File: config.mk
export PLATFORM = sky130hd
export DESIGN_NAME = operand_read_stage_flat
export DESIGN_NICKNAME = d
export VERILOG_FILES = /design/src/rtl/riscp_pkg.sv /design/src/rtl/operand_read_stage_if.sv /design/src/rtl/operand_read_stage_fwd_mux.sv /design/src/rtl/operand_read_stage.sv /design/src/flat_wrapper.sv
export SDC_FILE = /design/constraint.sdc
export NUM_CORES = 1
export LEC_CHECK = 0
export ABC_AREA = 1
export BUFFER_PORTS_ARGS = -buffer_cell sky130_fd_sc_hd__buf_4
export CAP_MARGIN = 20
export CORE_MARGIN = 2
export CORE_UTILIZATION = 40
export CTS_CLUSTER_SIZE = 10
export DETAILED_ROUTE_END_ITERATION = 8
export GPL_TIMING_DRIVEN = 0
export PLACE_DENSITY = 0.71
export SKIP_CTS_REPAIR_TIMING = 1
export SYNTH_ARGS = -nofsm -noshare
export SYNTH_HDL_FRONTEND = slang
export SYNTH_HIERARCHICAL = 1
export SYNTH_SLANG_ARGS = --single-unit
File: constraint.sdc
create_clock -name clk -period 1.7 [get_ports clk]
set_input_delay 0.085 -clock clk [delete_from_list [all_inputs] [get_ports clk]]
set_output_delay 0.085 -clock clk [all_outputs]
set_load 0.05 [all_outputs]
File: src/rtl/riscp_pkg.sv
// riscp_pkg
// Shared constants and types for the register-read stage and its operand
// forwarding muxes.
//   DATA_W    operand/data width
//   ADDR_W    register address width
//   PC_REG    register index that reads as the instruction's PC
//   fwd_sel_t source picked for one operand
package riscp_pkg;

    localparam int DATA_W = 16;
    localparam int ADDR_W = 3;
    localparam logic [ADDR_W-1:0] PC_REG = 3'd7;

    typedef enum logic [2:0] {
        FWD_RF,
        FWD_EX,
        FWD_MEM,
        FWD_WB,
        FWD_PC
    } fwd_sel_t;

endpackage

File: src/rtl/operand_read_stage_if.sv
// operand_read_stage_if
// Read-port bundle between the register-read stage and the 8 x 16 register
// bank. The bank read is combinational: data follows the addresses in the
// same cycle.
//   rf_radd1/rf_radd2    read addresses (stage -> bank)
//   rf_rdata1/rf_rdata2  read data      (bank -> stage)
// Modports: master = register-read stage, slave = register bank.
interface operand_read_stage_if;
    import riscp_pkg::*;

    logic [ADDR_W-1:0] rf_radd1;
    logic [ADDR_W-1:0] rf_radd2;
    logic [DATA_W-1:0] rf_rdata1;
    logic [DATA_W-1:0] rf_rdata2;

    modport master (
        output rf_radd1, rf_radd2,
        input  rf_rdata1, rf_rdata2
    );

    modport slave (
        input  rf_radd1, rf_radd2,
        output rf_rdata1, rf_rdata2
    );

endinterface

File: src/rtl/operand_read_stage_fwd_mux.sv
// operand_fwd_mux
// Resolves one source operand: PC substitution, then forwarding from EX,
// MEM and WB (youngest first), else bank data. Also flags a load-use match
// against the EX stage for this source.
//   addr, useSrc            source address and whether it is really read
//   pc, rfData              instruction PC and bank read data
//   ex*/mem*/wb*            forwarding buses
//   operand                 resolved value
//   loadHazard              this source depends on a load still in EX
module operand_fwd_mux
    import riscp_pkg::*;
(
    input  logic [ADDR_W-1:0] addr,
    input  logic              useSrc,
    input  logic [DATA_W-1:0] pc,
    input  logic [DATA_W-1:0] rfData,
    input  logic              exWe,
    input  logic              exIsLoad,
    input  logic [ADDR_W-1:0] exWa,
    input  logic [DATA_W-1:0] exWd,
    input  logic              memWe,
    input  logic [ADDR_W-1:0] memWa,
    input  logic [DATA_W-1:0] memWd,
    input  logic              wbWe,
    input  logic [ADDR_W-1:0] wbWa,
    input  logic [DATA_W-1:0] wbWd,
    output logic [DATA_W-1:0] operand,
    output logic              loadHazard
);

    fwd_sel_t sel;

    // PC check comes first so writes aimed at the PC index are never forwarded.
    // A load in EX has no data yet, so it is skipped here and caught by the stall.
    always_comb begin
        sel = FWD_RF;
        if (addr == PC_REG)
            sel = FWD_PC;
        else if (exWe && (exWa == addr) && !exIsLoad)
            sel = FWD_EX;
        else if (memWe && (memWa == addr))
            sel = FWD_MEM;
        else if (wbWe && (wbWa == addr))
            sel = FWD_WB;
    end

    always_comb begin
        operand = rfData;
        case (sel)
            FWD_PC:  operand = pc;
            FWD_EX:  operand = exWd;
            FWD_MEM: operand = memWd;
            FWD_WB:  operand = wbWd;
            default: operand = rfData;
        endcase
    end

    assign loadHazard = useSrc && exWe && exIsLoad &&
                        (exWa != PC_REG) && (exWa == addr);

endmodule

File: src/rtl/operand_read_stage.sv
// operand_read_stage
// Register-read pipeline stage between decode and execute. Drives the bank
// read addresses, resolves both operands (PC substitution + EX/MEM/WB
// forwarding), stalls decode for one cycle on a load-use dependency and
// registers the result into the RR/EX register.
//   clk, reset (synchronous, active-high)
//   in_*            decode slot contents
//   flush           squash the slot (branch mispredict)
//   rf              register bank read port (master side)
//   ex_*/mem_*/wb_* forwarding buses
//   stall           hold decode/fetch this cycle (combinational)
//   out_*           RR/EX register
//   stall_count     stall statistics
// Build option: OPERAND_READ_STALL_COUNT_EN enables a saturating stall
// counter on stall_count; without it stall_count is constant 0.
module operand_read_stage
    import riscp_pkg::*;
(
    input  logic              clk,
    input  logic              reset,
    input  logic              in_valid,
    input  logic [ADDR_W-1:0] in_ra,
    input  logic [ADDR_W-1:0] in_rb,
    input  logic              in_use_ra,
    input  logic              in_use_rb,
    input  logic [ADDR_W-1:0] in_rd,
    input  logic              in_rd_we,
    input  logic              in_is_load,
    input  logic [DATA_W-1:0] in_pc,
    input  logic              flush,
    operand_read_stage_if.master rf,
    input  logic              ex_we,
    input  logic              ex_is_load,
    input  logic [ADDR_W-1:0] ex_wa,
    input  logic [DATA_W-1:0] ex_wd,
    input  logic              mem_we,
    input  logic [ADDR_W-1:0] mem_wa,
    input  logic [DATA_W-1:0] mem_wd,
    input  logic              wb_we,
    input  logic [ADDR_W-1:0] wb_wa,
    input  logic [DATA_W-1:0] wb_wd,
    output logic              stall,
    output logic              out_valid,
    output logic [DATA_W-1:0] out_opa,
    output logic [DATA_W-1:0] out_opb,
    output logic [ADDR_W-1:0] out_rd,
    output logic              out_rd_we,
    output logic              out_is_load,
    output logic [DATA_W-1:0] out_pc,
    output logic [15:0]       stall_count
);

    logic [DATA_W-1:0] opaRes;
    logic [DATA_W-1:0] opbRes;
    logic              hazA;
    logic              hazB;

    assign rf.rf_radd1 = in_ra;
    assign rf.rf_radd2 = in_rb;

    operand_fwd_mux muxA (
        .addr       (in_ra),
        .useSrc     (in_use_ra),
        .pc         (in_pc),
        .rfData     (rf.rf_rdata1),
        .exWe       (ex_we),
        .exIsLoad   (ex_is_load),
        .exWa       (ex_wa),
        .exWd       (ex_wd),
        .memWe      (mem_we),
        .memWa      (mem_wa),
        .memWd      (mem_wd),
        .wbWe       (wb_we),
        .wbWa       (wb_wa),
        .wbWd       (wb_wd),
        .operand    (opaRes),
        .loadHazard (hazA)
    );

    operand_fwd_mux muxB (
        .addr       (in_rb),
        .useSrc     (in_use_rb),
        .pc         (in_pc),
        .rfData     (rf.rf_rdata2),
        .exWe       (ex_we),
        .exIsLoad   (ex_is_load),
        .exWa       (ex_wa),
        .exWd       (ex_wd),
        .memWe      (mem_we),
        .memWa      (mem_wa),
        .memWd      (mem_wd),
        .wbWe       (wb_we),
        .wbWa       (wb_wa),
        .wbWd       (wb_wd),
        .operand    (opbRes),
        .loadHazard (hazB)
    );

    // A flushed slot is dead anyway, so it must not hold decode.
    assign stall = in_valid && !flush && (hazA || hazB);

    // Flush and stall both insert a bubble; payload fields simply hold.
    always_ff @(posedge clk) begin
        if (reset) begin
            out_valid   <= 1'b0;
            out_opa     <= '0;
            out_opb     <= '0;
            out_rd      <= '0;
            out_rd_we   <= 1'b0;
            out_is_load <= 1'b0;
            out_pc      <= '0;
        end else if (flush || stall) begin
            out_valid <= 1'b0;
        end else begin
            out_valid   <= in_valid;
            out_opa     <= opaRes;
            out_opb     <= opbRes;
            out_rd      <= in_rd;
            out_rd_we   <= in_rd_we;
            out_is_load <= in_is_load;
            out_pc      <= in_pc;
        end
    end

`ifdef OPERAND_READ_STALL_COUNT_EN
    logic [15:0] stallCnt;

    always_ff @(posedge clk) begin
        if (reset)
            stallCnt <= '0;
        else if (stall && (stallCnt != 16'hFFFF))
            stallCnt <= stallCnt + 16'd1;
    end

    assign stall_count = stallCnt;
`else
    assign stall_count = '0;
`endif

endmodule
File: src/flat_wrapper.sv
// flat-port wrapper written by rule: the top's interface ports become plain ports
module operand_read_stage_flat import riscp_pkg::*;
  (clk, reset, in_valid, in_ra, in_rb, in_use_ra, in_use_rb, in_rd, in_rd_we, in_is_load, in_pc, flush, ex_we, ex_is_load, ex_wa, ex_wd, mem_we, mem_wa, mem_wd, wb_we, wb_wa, wb_wd, stall, out_valid, out_opa, out_opb, out_rd, out_rd_we, out_is_load, out_pc, stall_count, rf_rf_radd1, rf_rf_radd2, rf_rf_rdata1, rf_rf_rdata2);
  operand_read_stage_if rf_i ();
  input  logic clk;
  input  logic reset;
  input  logic in_valid;
  input  logic [ADDR_W-1:0] in_ra;
  input  logic [ADDR_W-1:0] in_rb;
  input  logic in_use_ra;
  input  logic in_use_rb;
  input  logic [ADDR_W-1:0] in_rd;
  input  logic in_rd_we;
  input  logic in_is_load;
  input  logic [DATA_W-1:0] in_pc;
  input  logic flush;
  input  logic ex_we;
  input  logic ex_is_load;
  input  logic [ADDR_W-1:0] ex_wa;
  input  logic [DATA_W-1:0] ex_wd;
  input  logic mem_we;
  input  logic [ADDR_W-1:0] mem_wa;
  input  logic [DATA_W-1:0] mem_wd;
  input  logic wb_we;
  input  logic [ADDR_W-1:0] wb_wa;
  input  logic [DATA_W-1:0] wb_wd;
  output logic stall;
  output logic out_valid;
  output logic [DATA_W-1:0] out_opa;
  output logic [DATA_W-1:0] out_opb;
  output logic [ADDR_W-1:0] out_rd;
  output logic out_rd_we;
  output logic out_is_load;
  output logic [DATA_W-1:0] out_pc;
  output logic [15:0] stall_count;
  output wire logic [$bits(rf_i.rf_radd1)-1:0] rf_rf_radd1;
  output wire logic [$bits(rf_i.rf_radd2)-1:0] rf_rf_radd2;
  input wire logic [$bits(rf_i.rf_rdata1)-1:0] rf_rf_rdata1;
  input wire logic [$bits(rf_i.rf_rdata2)-1:0] rf_rf_rdata2;
  assign rf_rf_radd1 = rf_i.rf_radd1;
  assign rf_rf_radd2 = rf_i.rf_radd2;
  assign rf_i.rf_rdata1 = rf_rf_rdata1;
  assign rf_i.rf_rdata2 = rf_rf_rdata2;
  operand_read_stage u_core (.clk(clk), .reset(reset), .in_valid(in_valid), .in_ra(in_ra), .in_rb(in_rb), .in_use_ra(in_use_ra), .in_use_rb(in_use_rb), .in_rd(in_rd), .in_rd_we(in_rd_we), .in_is_load(in_is_load), .in_pc(in_pc), .flush(flush), .rf(rf_i), .ex_we(ex_we), .ex_is_load(ex_is_load), .ex_wa(ex_wa), .ex_wd(ex_wd), .mem_we(mem_we), .mem_wa(mem_wa), .mem_wd(mem_wd), .wb_we(wb_we), .wb_wa(wb_wa), .wb_wd(wb_wd), .stall(stall), .out_valid(out_valid), .out_opa(out_opa), .out_opb(out_opb), .out_rd(out_rd), .out_rd_we(out_rd_we), .out_is_load(out_is_load), .out_pc(out_pc), .stall_count(stall_count));
endmodule
== Word level (Yosys, flattened, before mapping) ==
Index checks and enable logic that the tools add are counted.
W data, S select, Z words.

* Register bits: 54
* Input port bits: 126
* Output and inout bits: 77
* Word-level logic and storage cells: 57

* Eq/ne operators: 17
* Mux-type cells: 10
* Reductions and logical operators: 23

{| class="wikitable"
|+ Operator list
! kind !! number
|-
| $pmux W16 S4 || 2
|-
| $eq A3 B3 Y1 || 6
|-
| $logic_and A1 B1 Y1 || 18
|-
| $eq A3 B2 Y1 const B || 4
|-
| $eq A3 B3 Y1 const B || 4
|-
| $mux W2 || 6
|-
| $eq A3 B1 Y1 const B || 2
|-
| $mux W3 || 2
|-
| $ne A3 B3 Y1 const B || 1
|-
| $logic_not A1 Y1 || 2
|-
| $logic_or A1 B1 Y1 || 2
|-
| $reduce_or A2 Y1 || 1
|}

== Depth between registers and ports, before layout ==
* Word-level depth: 8
* Mapped depth: 14
* Depth with buffers taken out: 13

== Cells and area by module ==
The synthesis kept the hierarchy.

{| class="wikitable"
|+ Modules (own cells, without submodules)
! module !! instances !! cells each !! area an instance (um2) !! sequential area each (um2)
|-
| operand_read_stage || 1 || 379 || 2568.7 || 1081.0
|-
| operand_fwd_mux || 2 || 199 || 972.2 || 0.0
|}

== Worst setup path before layout ==
Ideal clock, no wire load.

* Path kind: input to output
* Start: input in_ra[0]
* End: output stall
* Arrival: 1393 ps
* Data required time: 1615 ps
* Setup slack: 222 ps
* Stages: 9
* Path buffers: 2
* Path through: xnor2_1 -> nand2_1 -> nor4_1 -> inv_1 -> nand2_1 -> nand2_2 -> buf_6 -> buf_6 -> inv_1

* Longest elaborated chain between the ends: 4

{| class="wikitable"
|+ RTL lines
! item !! line !! source
|-
| start: declaration || flat_wrapper.sv:8 || <nowiki>input logic [ADDR_W-1:0] in_ra;</nowiki>
|-
| $eq A3 B3 Y1 || operand_read_stage_fwd_mux.sv:59 || <nowiki>(exWa != PC_REG) && (exWa == addr);</nowiki>
|-
| $logic_and A1 B1 Y1 || operand_read_stage_fwd_mux.sv:59 ||
|-
| via u_core.hazA || operand_read_stage.sv:55 || <nowiki>logic hazA;</nowiki>
|-
| $logic_or A1 B1 Y1 || operand_read_stage.sv:100 || <nowiki>assign stall = in_valid && !flush && (hazA || hazB);</nowiki>
|-
| $logic_and A1 B1 Y1 || operand_read_stage.sv:100 ||
|-
| end: declaration || flat_wrapper.sv:27 || <nowiki>output logic stall;</nowiki>
|}

The timed path passes the listed nets, and every way through them passes these cells.

== Final worst setup path ==
* Start: input ex_is_load
* End: register u_core.out_opa[15]

* Longest elaborated chain between the ends: 6
* Elaborated cells on any way between the ends: 18
* Those cells by class: 4 x eq/ne; 3 x mux; 11 x reduce/logical

{| class="wikitable"
|+ RTL lines
! item !! line !! source
|-
| start: declaration || flat_wrapper.sv:18 || <nowiki>input logic ex_is_load;</nowiki>
|-
| $logic_not A1 Y1 (*) || operand_read_stage_fwd_mux.sv:39 || <nowiki>else if (exWe && (exWa == addr) && !exIsLoad)</nowiki>
|-
| $logic_and A1 B1 Y1 (*) || operand_read_stage_fwd_mux.sv:39 ||
|-
| $mux W2 (*) || operand_read_stage_fwd_mux.sv:39 ||
|-
| $mux W3 (*) || operand_read_stage_fwd_mux.sv:37 || <nowiki>if (addr == PC_REG)</nowiki>
|-
| $eq A3 B2 Y1 (tied with other cells) || operand_read_stage_fwd_mux.sv:49 || <nowiki>case (sel)</nowiki>
|-
| $pmux W16 S4 (*) || operand_read_stage_fwd_mux.sv:49 ||
|-
| via u_core.opaRes[15] || operand_read_stage.sv:53 || <nowiki>logic [DATA_W-1:0] opaRes;</nowiki>
|-
| end signal: assignment || operand_read_stage.sv:116 || <nowiki>out_opa <= opaRes;</nowiki>
|-
| end: declaration || operand_read_stage.sv:44 || <nowiki>output logic [DATA_W-1:0] out_opa,</nowiki>
|}

The timed path passes the listed nets; every way through them passes the cells marked *.
A chain may end at the register's enable or synchronous reset.

==> reports/qor.csv <==
metric;value;unit
syn_area_per_cell;5.808;um2
synth-seq-cells;54;
grtUsageMet2;46.32;%
yosys.area.top_type;dfxtp_1;
synth_ff_type;dfxtp_1;
timing.final.crit_period;1.559;ns
critical_path_class;input pin to register;
clock_latency;0.29;ns
endpoint_kind;register;
grt_max_degree;19;
cts_tree;yes;
antenna_found_initial;0;
diodes;0;
first_pass_iters;5;
gr-total-overflow;0;
ys_seq_area_share;23.95;%
dp_hpwl;14180;um
hold_viol_final;0;
drt-total-wl;17960;um
yosysMostFrequentCell;nand2_1;
drive_above_1_share;27.58;%
rsz0062_at_grt;false;
hold_class;input pin to register;
status;finished, final reports clean;
start_util;41.27;%
dieArea;12150;um2
setup_viol;0;
io_buffers;186;
drv_slew;0;
fmax;0.6415;GHz
grt_pass1_wl;27050;um
grt-busiest-layer;met2;
clock_path_buffers;2;
nNetsFinal;1115;
finClkSkew;0;ns
pin_count;203;
tightest_slew;0.5698;ns
critPathLaunchType;input pin;
async_flop_share;0;%
synth.distinct_cells;21;
vias;5952;
dr.first_iter.drc_count;589;
drcViolationCount;0;
nFillCells;1180;
ys_warn_count;6;
period_share;91.70;%
cts-root-buf;clkbuf_16;
power_per_cell_area;680.4;nW/um2
wl_per_cell;15.89;um
path_clk_slew;0.08;ns
drv_cap;0;
syn-instance-count;777;
p_leak;3.490;nW
fin_util;58.68;%
required;1.90;ns
netlist_top_cells_area;dfxtp_1 24%, nand4_1 18%, nand2_1 17%, inv_1 9.6%, nand3_1 6.5%;
coreArea;10940;um2
grt_usage;29.18;%
netlist.area_leader.share;23.95;%
avgViaCountPerCell;5.267;
ys_top_cells_by_count;200 x nand2_1, 128 x nand4_1, 115 x inv_1;
gp_congestion;0.9490;
p_total;4.367;mW
crit_path_max_fanout;10;
rows;38;
numClockSinks;54;
cts_made_buffers;5;
use_met3;5.409;%
vdd_drop_max;0.6202;mV
cts-htree-levels;2;
grt_pass1_vias;5235;
fp.dieW;110.2;um
syn_area;4513;um2
cp.arrival;1.76;ns
die_h;110.2;um
ant_nets;0;
slew_headroom;62.01;%
grt_use_met1;40.06;%
syn2layout_area_growth;42.20;%
synth_edf_count;0;
==> sequential cells by signal, indices dropped and copies added, names as in the netlist <==
signal / cells
u_core/out_rd: 3
u_core/out_is_load: 1
u_core/out_valid: 1
u_core/out_opb: 16
u_core/out_opa: 16
u_core/out_rd_we: 1
u_core/out_pc: 16
==> per-stage QoR <==
step	instances	setup TNS [ns]	setup WS, ns	hold slack [ns]	cell area [um2]
floorplan	792	0	0.2225	0.1624	4569
global placement	1118	-8.494	-0.2239	0.2771	6141
detailed placement	1118	-7.790	-0.2085	0.2802	6141
CTS	1126	-0.2159	-0.2159	-0.03167	6314
global route	1130	0	0.03623	0.1144	6417
finish	1130	0	0.1411	0.09733	6417
==> routing by layer <==
layer | share of wire (%) | up-vias
met5 | 0 | -
met4 | 2.8 | 0
met3 | 11 | 32
met2 | 45 | 336
met1 | 41 | 2647
li1 | - | 2937
==> final cells by class <==
type / instances / area [um2] / share of cell area, %
Clock buffer: 5 / 125.1 / 1.950
Clock inverter: 3 / 47.55 / 0.7409
Timing Repair Buffer: 191 / 1455 / 22.68
Sequential cell: 54 / 1081 / 16.85
Buffer: 76 / 437.9 / 6.824
Inverter: 121 / 454.2 / 7.077
Tap cell: 140 / 175.2 / 2.730
Multi-Input combinational cell: 540 / 2641 / 41.16
==> worst paths after layout <==
kind / startpoint / endpoint / slack (ns) / depth (start not counted)
max: ex_is_load / u_core/out_opa[15] / 0.14 / 10
max reg2reg: u_core/out_opb[9] / u_core/out_opb[9] / 1.09 / 2
min: in_rd[1] / u_core/out_rd[1] / 0.1 / 5
min reg2reg: u_core/out_opa[6] / u_core/out_opa[6] / 0.49 / 2
==> critical path, stage by stage <==
cell and delay [ns]:
buf_4 0.13, nor2_2 0.31, nand4_2 0.27, buf_1 0.34
nand4_1 0.18, nand4_1 0.11, inv_1 0.11, nand3_1 0.08
nand2_1 0.08, nor2_1 0.04
==> where the power goes <==
group / internal [mW] / total (mW) / switching, mW
Sequential: 1.36 / 1.42 / 0.0527
Clock: 0.704 / 1.21 / 0.510
Combinational: 0.616 / 1.74 / 1.12
==> kinds of logic after synthesis <==
group / share of synthesized area (%)
other cells: 0.08309
simple gates: 49.24
flops: 23.95
buf+inv: 20.02
compound gates: 6.321
xor+xnor: 0.3882
==> placed cells by master (no fill, tap or decap) <==
cell type      synthesis  routed
buf_4                 29     216
nand2_1              200     196
nand4_1              128     128
inv_1                115     115
nor2_1                62      62
nand3_1               59      59
a21oi_1               55      55
dfxtp_1               54      54
clkbuf_1              21      21
buf_2                 17      17
conb_1                 1      16
inv_2                  6       6
nor2_4                 6       6
buf_1                  6       6
clkbuf_16              0       5
buf_6                  4       4
nor2_2                 4       4
nand2_2                1       3
dlygate4sd3_1          0       2
xnor2_2                0       2
o21ai_1                2       2
nand4_2                2       2
nor4_2                 0       2
inv_6                  0       1
bufinv_16              0       1
clkinv_4               0       1
nand2_4                0       1
nand2_8                0       1
nor4_1                 3       1
buf_12                 0       1
Power figures use the tool's default switching activity.
